==> config.mk <==
export PLATFORM = sky130hd
export DESIGN_NAME = elevator_ctrl_n
export DESIGN_NICKNAME = d
export VERILOG_FILES = /design/src/rtl/elevator_ctrl_n.sv
export SDC_FILE = /design/constraint.sdc
export NUM_CORES = 1
export LEC_CHECK = 0
export ABC_AREA = 1
export CAP_MARGIN = 0
export CORE_ASPECT_RATIO = 0.7
export CORE_MARGIN = 10
export CORE_UTILIZATION = 30
export DETAILED_ROUTE_END_ITERATION = 8
export DONT_BUFFER_PORTS = 1
export MAX_ROUTING_LAYER = met4
export PLACE_DENSITY = 0.55
export SYNTH_ARGS = -nofsm -noshare
export SYNTH_HDL_FRONTEND = slang
export SYNTH_SLANG_ARGS = --single-unit
==> constraint.sdc <==
create_clock -name clk -period 2.6 [get_ports clk]
set_input_delay 0.78 -clock clk [delete_from_list [all_inputs] [get_ports clk]]
set_output_delay 0.78 -clock clk [all_outputs]
set_load 0.02 [all_outputs]
==> src/rtl/elevator_ctrl_n.sv <==
`timescale 1ns/1ps
// Parametrised N-floor elevator controller. Latches floor calls and serves them
// in SCAN order, times door dwell with hold inputs, and handles SOS/emergency.
module elevator_ctrl_n #(
   parameter int FLOORS     = 3,
   parameter int DOOR_TICKS = 5,
   parameter int MOVE_TICKS = 4,
   localparam int FLOOR_W   = (FLOORS > 1) ? $clog2(FLOORS) : 1
) (
   input  logic               clk,
   input  logic               rst_n,
   input  logic [FLOORS-1:0]  call_buttons,
   input  logic               keep_door_open_button,
   input  logic               presence_sensor,
   input  logic               weight_sensor,
   input  logic               sos_button,
   input  logic               okay,
   output logic [FLOORS-1:0]  floor_leds,
   output logic [FLOOR_W-1:0] current_floor,
   output logic               up_led,
   output logic               down_led,
   output logic               door_open,
   output logic               weight_led,
   output logic               sos_led,
   output logic               emergency_led
);

   localparam int MOVE_W = $clog2(MOVE_TICKS + 1);
   localparam int DOOR_W = $clog2(DOOR_TICKS + 1);

   typedef enum logic [1:0] {IDLE, MOVING, DOOR, EMERGENCY} state_t;

   state_t            state;
   logic              dir;       // 1 = up, 0 = down
   logic [FLOORS-1:0] req;
   logic [MOVE_W-1:0] move_cnt;
   logic [DOOR_W-1:0] door_cnt;

   function automatic logic [FLOORS-1:0] floors_beyond(input logic [FLOOR_W-1:0] f,
                                                      input logic up);
      logic [FLOORS-1:0] m;
      m = '0;
      for (int i = 0; i < FLOORS; i++)
         m[i] = up ? (i > int'(f)) : (i < int'(f));
      return m;
   endfunction

   function automatic logic [FLOORS-1:0] floor_bit(input logic [FLOOR_W-1:0] f);
      logic [FLOORS-1:0] m;
      m = '0;
      for (int i = 0; i < FLOORS; i++)
         m[i] = (i == int'(f));
      return m;
   endfunction

   logic [FLOOR_W-1:0] step_floor;
   logic [FLOORS-1:0]  cur_bit;
   logic [FLOORS-1:0]  step_bit;
   logic               ahead_now;
   logic               behind_now;
   logic               ahead_step;
   logic               hold;
   logic               step_done;

   assign step_floor = dir ? current_floor + 1'b1 : current_floor - 1'b1;
   assign cur_bit    = floor_bit(current_floor);
   assign step_bit   = floor_bit(step_floor);
   assign ahead_now  = |(req & floors_beyond(current_floor, dir));
   assign behind_now = |(req & floors_beyond(current_floor, ~dir));
   assign ahead_step = |(req & floors_beyond(step_floor, dir));
   // A call for the floor whose door is open re-opens the dwell instead of latching.
   assign hold       = keep_door_open_button | presence_sensor | weight_sensor |
                       (|(call_buttons & cur_bit));
   assign step_done  = (move_cnt == MOVE_W'(MOVE_TICKS - 1));
   assign floor_leds = req;

   always_ff @(posedge clk or negedge rst_n) begin
      if (!rst_n) begin
         state         <= IDLE;
         dir           <= 1'b1;
         req           <= '0;
         move_cnt      <= '0;
         door_cnt      <= '0;
         current_floor <= '0;
         up_led        <= 1'b0;
         down_led      <= 1'b0;
         door_open     <= 1'b0;
         weight_led    <= 1'b0;
         sos_led       <= 1'b0;
         emergency_led <= 1'b0;
      end else begin
         if (sos_button)
            sos_led <= 1'b1;
         case (state)
            IDLE: begin
               if (sos_button) begin
                  state         <= EMERGENCY;
                  req           <= '0;
                  door_open     <= 1'b1;
                  emergency_led <= 1'b1;
               end else if (|(req & cur_bit)) begin
                  req       <= (req | call_buttons) & ~cur_bit;
                  state     <= DOOR;
                  door_cnt  <= '0;
                  door_open <= 1'b1;
               end else begin
                  req <= req | call_buttons;
                  if (ahead_now) begin
                     state    <= MOVING;
                     move_cnt <= '0;
                     up_led   <= dir;
                     down_led <= ~dir;
                  end else if (behind_now) begin
                     dir      <= ~dir;
                     state    <= MOVING;
                     move_cnt <= '0;
                     up_led   <= ~dir;
                     down_led <= dir;
                  end
               end
            end
            MOVING: begin
               if (step_done) begin
                  move_cnt      <= '0;
                  current_floor <= step_floor;
                  // A pending SOS is honoured only once the carriage sits at a floor.
                  if (sos_button || sos_led) begin
                     state         <= EMERGENCY;
                     req           <= '0;
                     door_open     <= 1'b1;
                     emergency_led <= 1'b1;
                     up_led        <= 1'b0;
                     down_led      <= 1'b0;
                  end else if (|(req & step_bit)) begin
                     req       <= (req | call_buttons) & ~step_bit;
                     state     <= DOOR;
                     door_cnt  <= '0;
                     door_open <= 1'b1;
                     up_led    <= 1'b0;
                     down_led  <= 1'b0;
                  end else begin
                     req <= req | call_buttons;
                     if (!ahead_step) begin
                        state    <= IDLE;
                        up_led   <= 1'b0;
                        down_led <= 1'b0;
                     end
                  end
               end else begin
                  move_cnt <= move_cnt + 1'b1;
                  req      <= req | call_buttons;
               end
            end
            DOOR: begin
               if (sos_button) begin
                  state         <= EMERGENCY;
                  req           <= '0;
                  emergency_led <= 1'b1;
                  weight_led    <= 1'b0;
               end else begin
                  req <= req | (call_buttons & ~cur_bit);
                  if (hold) begin
                     door_cnt   <= '0;
                     weight_led <= weight_sensor;
                  end else if (door_cnt == DOOR_W'(DOOR_TICKS - 1)) begin
                     state      <= IDLE;
                     door_cnt   <= '0;
                     door_open  <= 1'b0;
                     weight_led <= 1'b0;
                  end else begin
                     door_cnt   <= door_cnt + 1'b1;
                     weight_led <= 1'b0;
                  end
               end
            end
            EMERGENCY: begin
               req <= '0;
               if (!sos_button && okay) begin
                  state         <= DOOR;
                  door_cnt      <= '0;
                  sos_led       <= 1'b0;
                  emergency_led <= 1'b0;
               end
            end
            default: state <= IDLE;
         endcase
      end
   end

endmodule

==> impl_results.md, run 1 <==
* Pint at ~1.0 mW
* Die Ht at 80.2 µm
* Unrepaired setup endpoints after global routing: no
* Row cnt at 21
* Hold Vio Cnt, Final at 0
* Largest net degree at the start of global routing at 21
* Yosys cell types at 31
* Die Wd at 106 µm
* Post-Synth XOR/XNOR Area at 0.0169
* CP Data Required Time at about 2.8 ns
* Worst Path Max Fanout at 6
* WS Path Type: flip-flop to flip-flop
* Power Dens Cells at 1300 nW/µm²
* Launching point of the worst reg2reg path: current_floor[1]
* Routed wire length at 4.14 mm
* Full die area at between 8000 and 9000 µm²
* Clk pwr share at 0.148
* Sequential share of power at 0.310
* Sw Pwr at roughly 1.2 mW
* Class of the worst hold path: input pin to asynchronous set/reset pin
* Worst Setup SP: current_floor[1]
* Total Neg Setup Slack at 0 ns
* Status: finished, final reports clean
* Post-CTS sizing at 0
* Layout Nets at 248
* CTS root buf: clkbuf_8
* Diode count at 0
* Total congestion overflow at 0
* Buffers on Ports at 0
* P&R area growth vs syn at 9.27%
* Clk slew on worst S/H paths at about 0.09 ns
* Worst setup SP type: flip-flop
* DRT antenna net count at 0
* Final Skew at roughly 0.011 ns
* Syn_area_per_cell at 6.83 µm²
* Synth area leader: dfrtp_1
* Detailed placement HPWL at between 3 and 4 mm
* Via count at 1438
* Via/cell ratio at 4.83
* Top post-synthesis cells by area: dfrtp_1, nand2_1, ha_1, inv_1, nor2_1
* Core Box Area at 4890 µm²
* Total GRT Usage at 0.106
* Clock Path Buffers at 2
* DRT Pass-1 Iters at 4
* Ys async rst share at 1.00
* Hold buffers post-CTS at 0
* Setup bufs post-CTS at 0
* Slew Limit Fails at 0
* Simple-gate share of the synthesized area at 0.376
* Multiplexer area fraction after synthesis at 0
* Share of cells above drive strength 1 at 0.131
* Max-cap violations at 0
* Number of enable flip-flop cells after synthesis at 0
* Number of global-route vias before repair at 1316
* Hold_ws at 0.183 ns
* Share of the synthesized area in the top cell type at 0.306
* Sw frac at 0.526
* Cell Area, Synth at 1550 µm²
* Post-synth top flop: dfrtp_1
* Later-pin clock latency in the skew report at between 0.2 and 0.3 ns
* Compound-gate portion of the synthesized area at 0.131
* Post-route minimum period at about 2.2 ns
* CTS tree: yes
* Adder-Cell Fraction of Synth Area at 0.0645
* Final setup vio count at 0
* Initial core utilization at 0.317
* FMAX at around 0.46 GHz
* Crit path capture type: flip-flop
* Ys Warns at 0
* Slew HR at 0.615
* Worst Path Arrival at between 2 and 2.5 ns
* DR iter-0 viols at between 100 and 150
* Period utilization at 0.833
* H-Tree Depth at 1
* Combinational share of power at 0.542
* Global-route wire length before repair at 6.97 mm
* Wire per inst at 13.9 µm
* Worst vdd ir at roughly 0.47 mV
* Syn Nets at 245
* Post-route DRC at 0
* Gpl congestion at 0.882
* Main combinational cell family by area after synthesis: simple AND/OR/NAND/NOR gates
* Total clock sinks at 20
* Io pins at 21
* Sequential area share after synthesis at 0.323
* Flops & latches, synth at 20
* Pleak at roughly 0.84 nW
* Cells after synthesis at approximately 230
* Least-Margin Pin Slew at a little under 0.6 ns
* CTS buffer count at 3
* Antenna violations before repair at 0
[through the flow]
step | utilization | area (µm²) | instances | power, mW | setup slack, ns
2_1_floorplan | - | 1550 | 227 | 1.62 | 0.666
3_5_place_dp | 0.332 | 1620 | 294 | 1.89 | 0.520
3_3_place_gp | 0.332 | 1620 | 294 | 1.90 | 0.472
4_1_cts | 0.347 | 1700 | 298 | 2.22 | 0.483
5_1_grt | 0.347 | 1700 | 298 | 2.45 | 0.198
6_report | 0.347 | 1700 | 298 | 2.21 | 0.434
[power by group through the flow]
stage,sequential (mW),combinational (mW),clock (mW)
4_1_cts,0.687,1.20,0.335
3_5_place_dp,0.693,1.19,0
5_1_grt,0.709,1.39,0.352
6_report,0.685,1.20,0.328
2_1_floorplan,0.616,1.01,0
3_3_place_gp,0.698,1.20,0
[final timing paths]
check                                   endpoint  cells past startpoint  slack [ns]
max in group asynchronous                    dir                      0        2.23
worst min register to register       move_cnt[0]                      1        0.48
worst min-delay path            current_floor[0]                      0        0.18
worst max-delay path                    down_led                     12        0.43
worst max register to register          down_led                     12        0.43
min in group clk                     move_cnt[0]                      1        0.48
[registers in the layout, summed over array words and instances, names as in the netlist, 2 cells and up]
name / cells
floor_leds: 3
current_floor: 2
door_cnt: 3
state: 2
move_cnt: 3
[cell usage in the layout, fill, tap and decap left out, types with 6 or more instances in the layout]
master / instances
a21oi_1: 13
dfrtp_1: 19
ha_1: 8
inv_1: 25
nand2_1: 67
nand3_1: 13
nand4_1: 7
nor2_1: 22
o21ai_0: 6
o21ai_1: 6
[kinds of logic after synthesis]
logic type,after synthesis
simple gates,128
compound gates,35
buf+inv,33
flops,20
fa+ha+maj,8
xor+xnor,3
[synth_stat cells (2+ instances only)]
cell type,count
nand2_1,67
inv_1,25
nand3_1,13
buf_2,2
o211ai_1,4
nand2_4,2
inv_2,4
nand2_2,4
a21oi_1,13
o21ai_1,6
ha_1,8
or2_2,3
xor2_1,3
dfrtp_1,19
nor2_1,22
a21oi_2,2
nor2_2,3
o21ai_0,6
nand4_1,7
nor3_1,3
[worst max-delay path, stage by stage, from the launching register on]
cell	delay (ns)
dfrtp_1	0.55
inv_1	0.18
ha_1	0.40
inv_2	0.06
nand2_1	0.07
nand2_1	0.08
nand2_1	0.10
nand4_1	0.16
nor2_1	0.23
nor2_2	0.08
nand2_1	0.09
nand2_1	0.05
nand2_1	0.05
[layer usage]
metal	vias to the layer above	share of wire	wire length, µm	GRT usage
met5	-	0	0	-
met4	0	0.013	52	0.0391
met3	5	0.089	370	0.0359
met2	49	0.38	1590	0.136
met1	644	0.51	2130	0.147
li1	740	-	-	-
[cell type report]
class,count,area [µm²]
Clock buffer,3,41.3
Clock inverter,1,30.0
Fill cell,536,3190
Inverter,30,115
Multi-Input combinational cell,174,913
Sequential cell,20,502
Tap cell,69,86.3
Timing Repair Buffer,1,7.51
No activity file was read; power rests on OpenSTA's default activity.
==> run 2: changes to the inputs <==
==> constraint.sdc (replaced) <==
create_clock -name clk -period 2 [get_ports clk]
set_input_delay 0.6 -clock clk [delete_from_list [all_inputs] [get_ports clk]]
set_output_delay 0.6 -clock clk [all_outputs]
set_load 0.02 [all_outputs]
==> impl_results.md, run 2 (same netlist as run 1, synthesis figures left out) <==
* Period utilization at 0.926 (+0.0925)
* Unrepaired setup endpoints after global routing: no
* DR iter-0 viols at 113 (-21%)
* CTS tree: yes
* Largest net degree at the start of global routing at 13 (-38%)
* Full die area at 8490 µm² (unchanged)
* DRT Pass-1 Iters at 4 (unchanged)
* Sequential share of power at 0.278 (-0.032)
* Least-Margin Pin Slew at 0.599 ns (+0.0212 ns)
* Worst Reg-to-Reg Cells at 10 (-2)
* Power consumption at 3.01 mW (+36%)
* CTS root buf: clkbuf_8
* Core Box Area at 4890 µm² (unchanged)
* Post-route DRC at 0 (unchanged)
* Power Dens Cells at 1710 nW/µm² (+31%)
* Die Ht at 80.2 µm (unchanged)
* Final setup vio count at 0 (unchanged)
* Launching point of the worst reg2reg path: current_floor[0]
* FMAX at 0.540 GHz (+17%)
* Pint at 1.46 mW (+39%)
* Worst setup SP type: flip-flop
* Gpl congestion at 0.865 (-1.9%)
* Fill cells at 530 (-1.1%)
* Antenna violations before repair at 0 (unchanged)
* Number of global-route vias before repair at 1399 (+6.3%)
* Flop2flop setup slack at 0.15 ns (-0.29 ns)
* Commonest non-fill, non-tap cell in the layout: nand2_1
* P&R area growth vs syn at 13.8%
* Total clock sinks at 20 (unchanged)
* Diode count at 0 (unchanged)
* Worst Path Max Fanout at 6 (unchanged)
* Status: finished, final reports clean
* CTS buffer count at 3 (unchanged)
* Clk slew on worst S/H paths at 0.09 ns (about the same)
* Die Wd at 106 µm (unchanged)
* DRT antenna net count at 0 (unchanged)
* Final Skew at 0.0141 ns (+0.00291 ns)
* Worst Setup SP: current_floor[0]
* Crit path capture type: flip-flop
* Share of cells above drive strength 1 at 0.170 (+0.0392)
* Layout Nets at 254 (+2.4%)
* Wire per inst at 13.9 µm (+0.28%)
* Routed wire length at 4.23 mm (+2.3%)
* H-Tree Depth at 1 (unchanged)
* Total Neg Setup Slack at 0 ns (unchanged)
* Sw Pwr at 1.55 mW (+34%)
* Slew HR at 0.599 (-0.0154)
* Combinational share of power at 0.583 (+0.041)
* CP Data Required Time at 2.15 ns (-0.66 ns)
* Total congestion overflow at 0 (unchanged)
* Worst Path Arrival at 2.00 ns (-0.38 ns)
* Global-route wire length before repair at 7.28 mm (+4.4%)
* Initial core utilization at 0.317 (unchanged)
* Hold Vio Cnt, Final at 0 (unchanged)
* Post-route minimum period at 1.85 ns (-0.315 ns)
* Sw frac at 0.516 (-0.00960)
* Most frequent cells in the layout: nand2_1, inv_1, nor2_1, dfrtp_1
* Max-cap violations at 0 (unchanged)
* Io pins at 21 (unchanged)
* Slew Limit Fails at 0 (unchanged)
* Worst Setup EP: state[0]
* Detailed placement HPWL at 3.45 mm (+4.2%)
* Class of the worst hold path: input pin to asynchronous set/reset pin
* Via/cell ratio at 4.81 (-0.34%)
* Row cnt at 21 (unchanged)
* Worst reg2reg endpoint: state[0]
* Worst vdd ir at 0.563 mV (+21%)
* Buffers on Ports at 0 (unchanged)
* Clock Path Buffers at 2 (unchanged)
* Via count at 1462 (+1.7%)
* Total GRT Usage at 0.110 (+0.00422)
* Later-pin clock latency in the skew report at 0.27 ns (about the same)
* Clk pwr share at 0.139 (-0.009)
* WS Path Type: flip-flop to flip-flop
* Pleak at 0.869 nW (+3.3%)
## run 2: cell types whose count changed in the layout (fill, tap and decap cells not counted), moves of 2 or more
cell and delta:
ha_1 -2, inv_2 +2, buf_4 +5, inv_1 -2
## run 2: worst max-delay path, cell delays in order, from the launching register on
cell,delay (ns)
dfrtp_1,0.41
buf_4,0.17
ha_1,0.23
nand2_1,0.06
nand2_1,0.05
nor2_1,0.20
nand3_1,0.17
a21oi_2,0.16
nand3_2,0.13
nand2_1,0.08
o21ai_1,0.06
## run 2: power by group through the flow
stage | clock [mW] | combinational, mW | sequential, mW
detailed placement | 0 | 1.68 | 0.848
global route | 0.446 | 2.03 | 0.873
global placement | 0 | 1.70 | 0.851
finish | 0.420 | 1.76 | 0.837
floorplan | 0 | 1.31 | 0.801
CTS | 0.435 | 1.70 | 0.842
## run 2: worst min-delay path by stage
stage,to,slack (ns)
floorplan,current_floor[0],0.30
global placement,up_led,0.31
detailed placement,up_led,0.31
CTS,up_led,0.02
global route,down_led,0.01
finish,up_led,0.02
## run 2: layer usage
layer | part of all wire | vias to the layer above | wire length (µm) | GRT usage
li1 | - | 752 | - | -
met1 | 0.52 | 670 | 2200 | 0.154
met2 | 0.40 | 36 | 1680 | 0.150
met3 | 0.079 | 4 | 333 | 0.0367
met4 | 0.0066 | 0 | 28 | 0.0202
met5 | 0 | - | 0 | -
## run 2: final cells by class
type,instances,area (µm²),area share
multi-input combinational,174,936,0.530
sequential,20,502,0.284
inverter,30,115,0.0652
tap,69,86.3,0.0489
timing repair buffer,7,55.1,0.0312
clock buffer,3,41.3,0.0234
clock inverter,1,30.0,0.0170
## run 2: what timing repair did
action	CTS	global route
resized for setup	0	7
buffers inserted	0	0
hold buffers	1	0
endpoints found under the hold margin	12	0
setup endpoints to repair	0	7
## run 2: through the flow
step	setup slack [ns]	hold WS, ns	instances	utilization	instance area, µm²
after floorplan	0.0662	0.304	227	-	1550
after global placement	0.104	0.305	299	0.340	1660
after detailed placement	0.144	0.305	299	0.340	1660
after CTS	0.0896	0.0168	304	0.357	1740
after global routing	0.00295	0.0103	304	0.361	1770
final	0.149	0.0235	304	0.361	1770
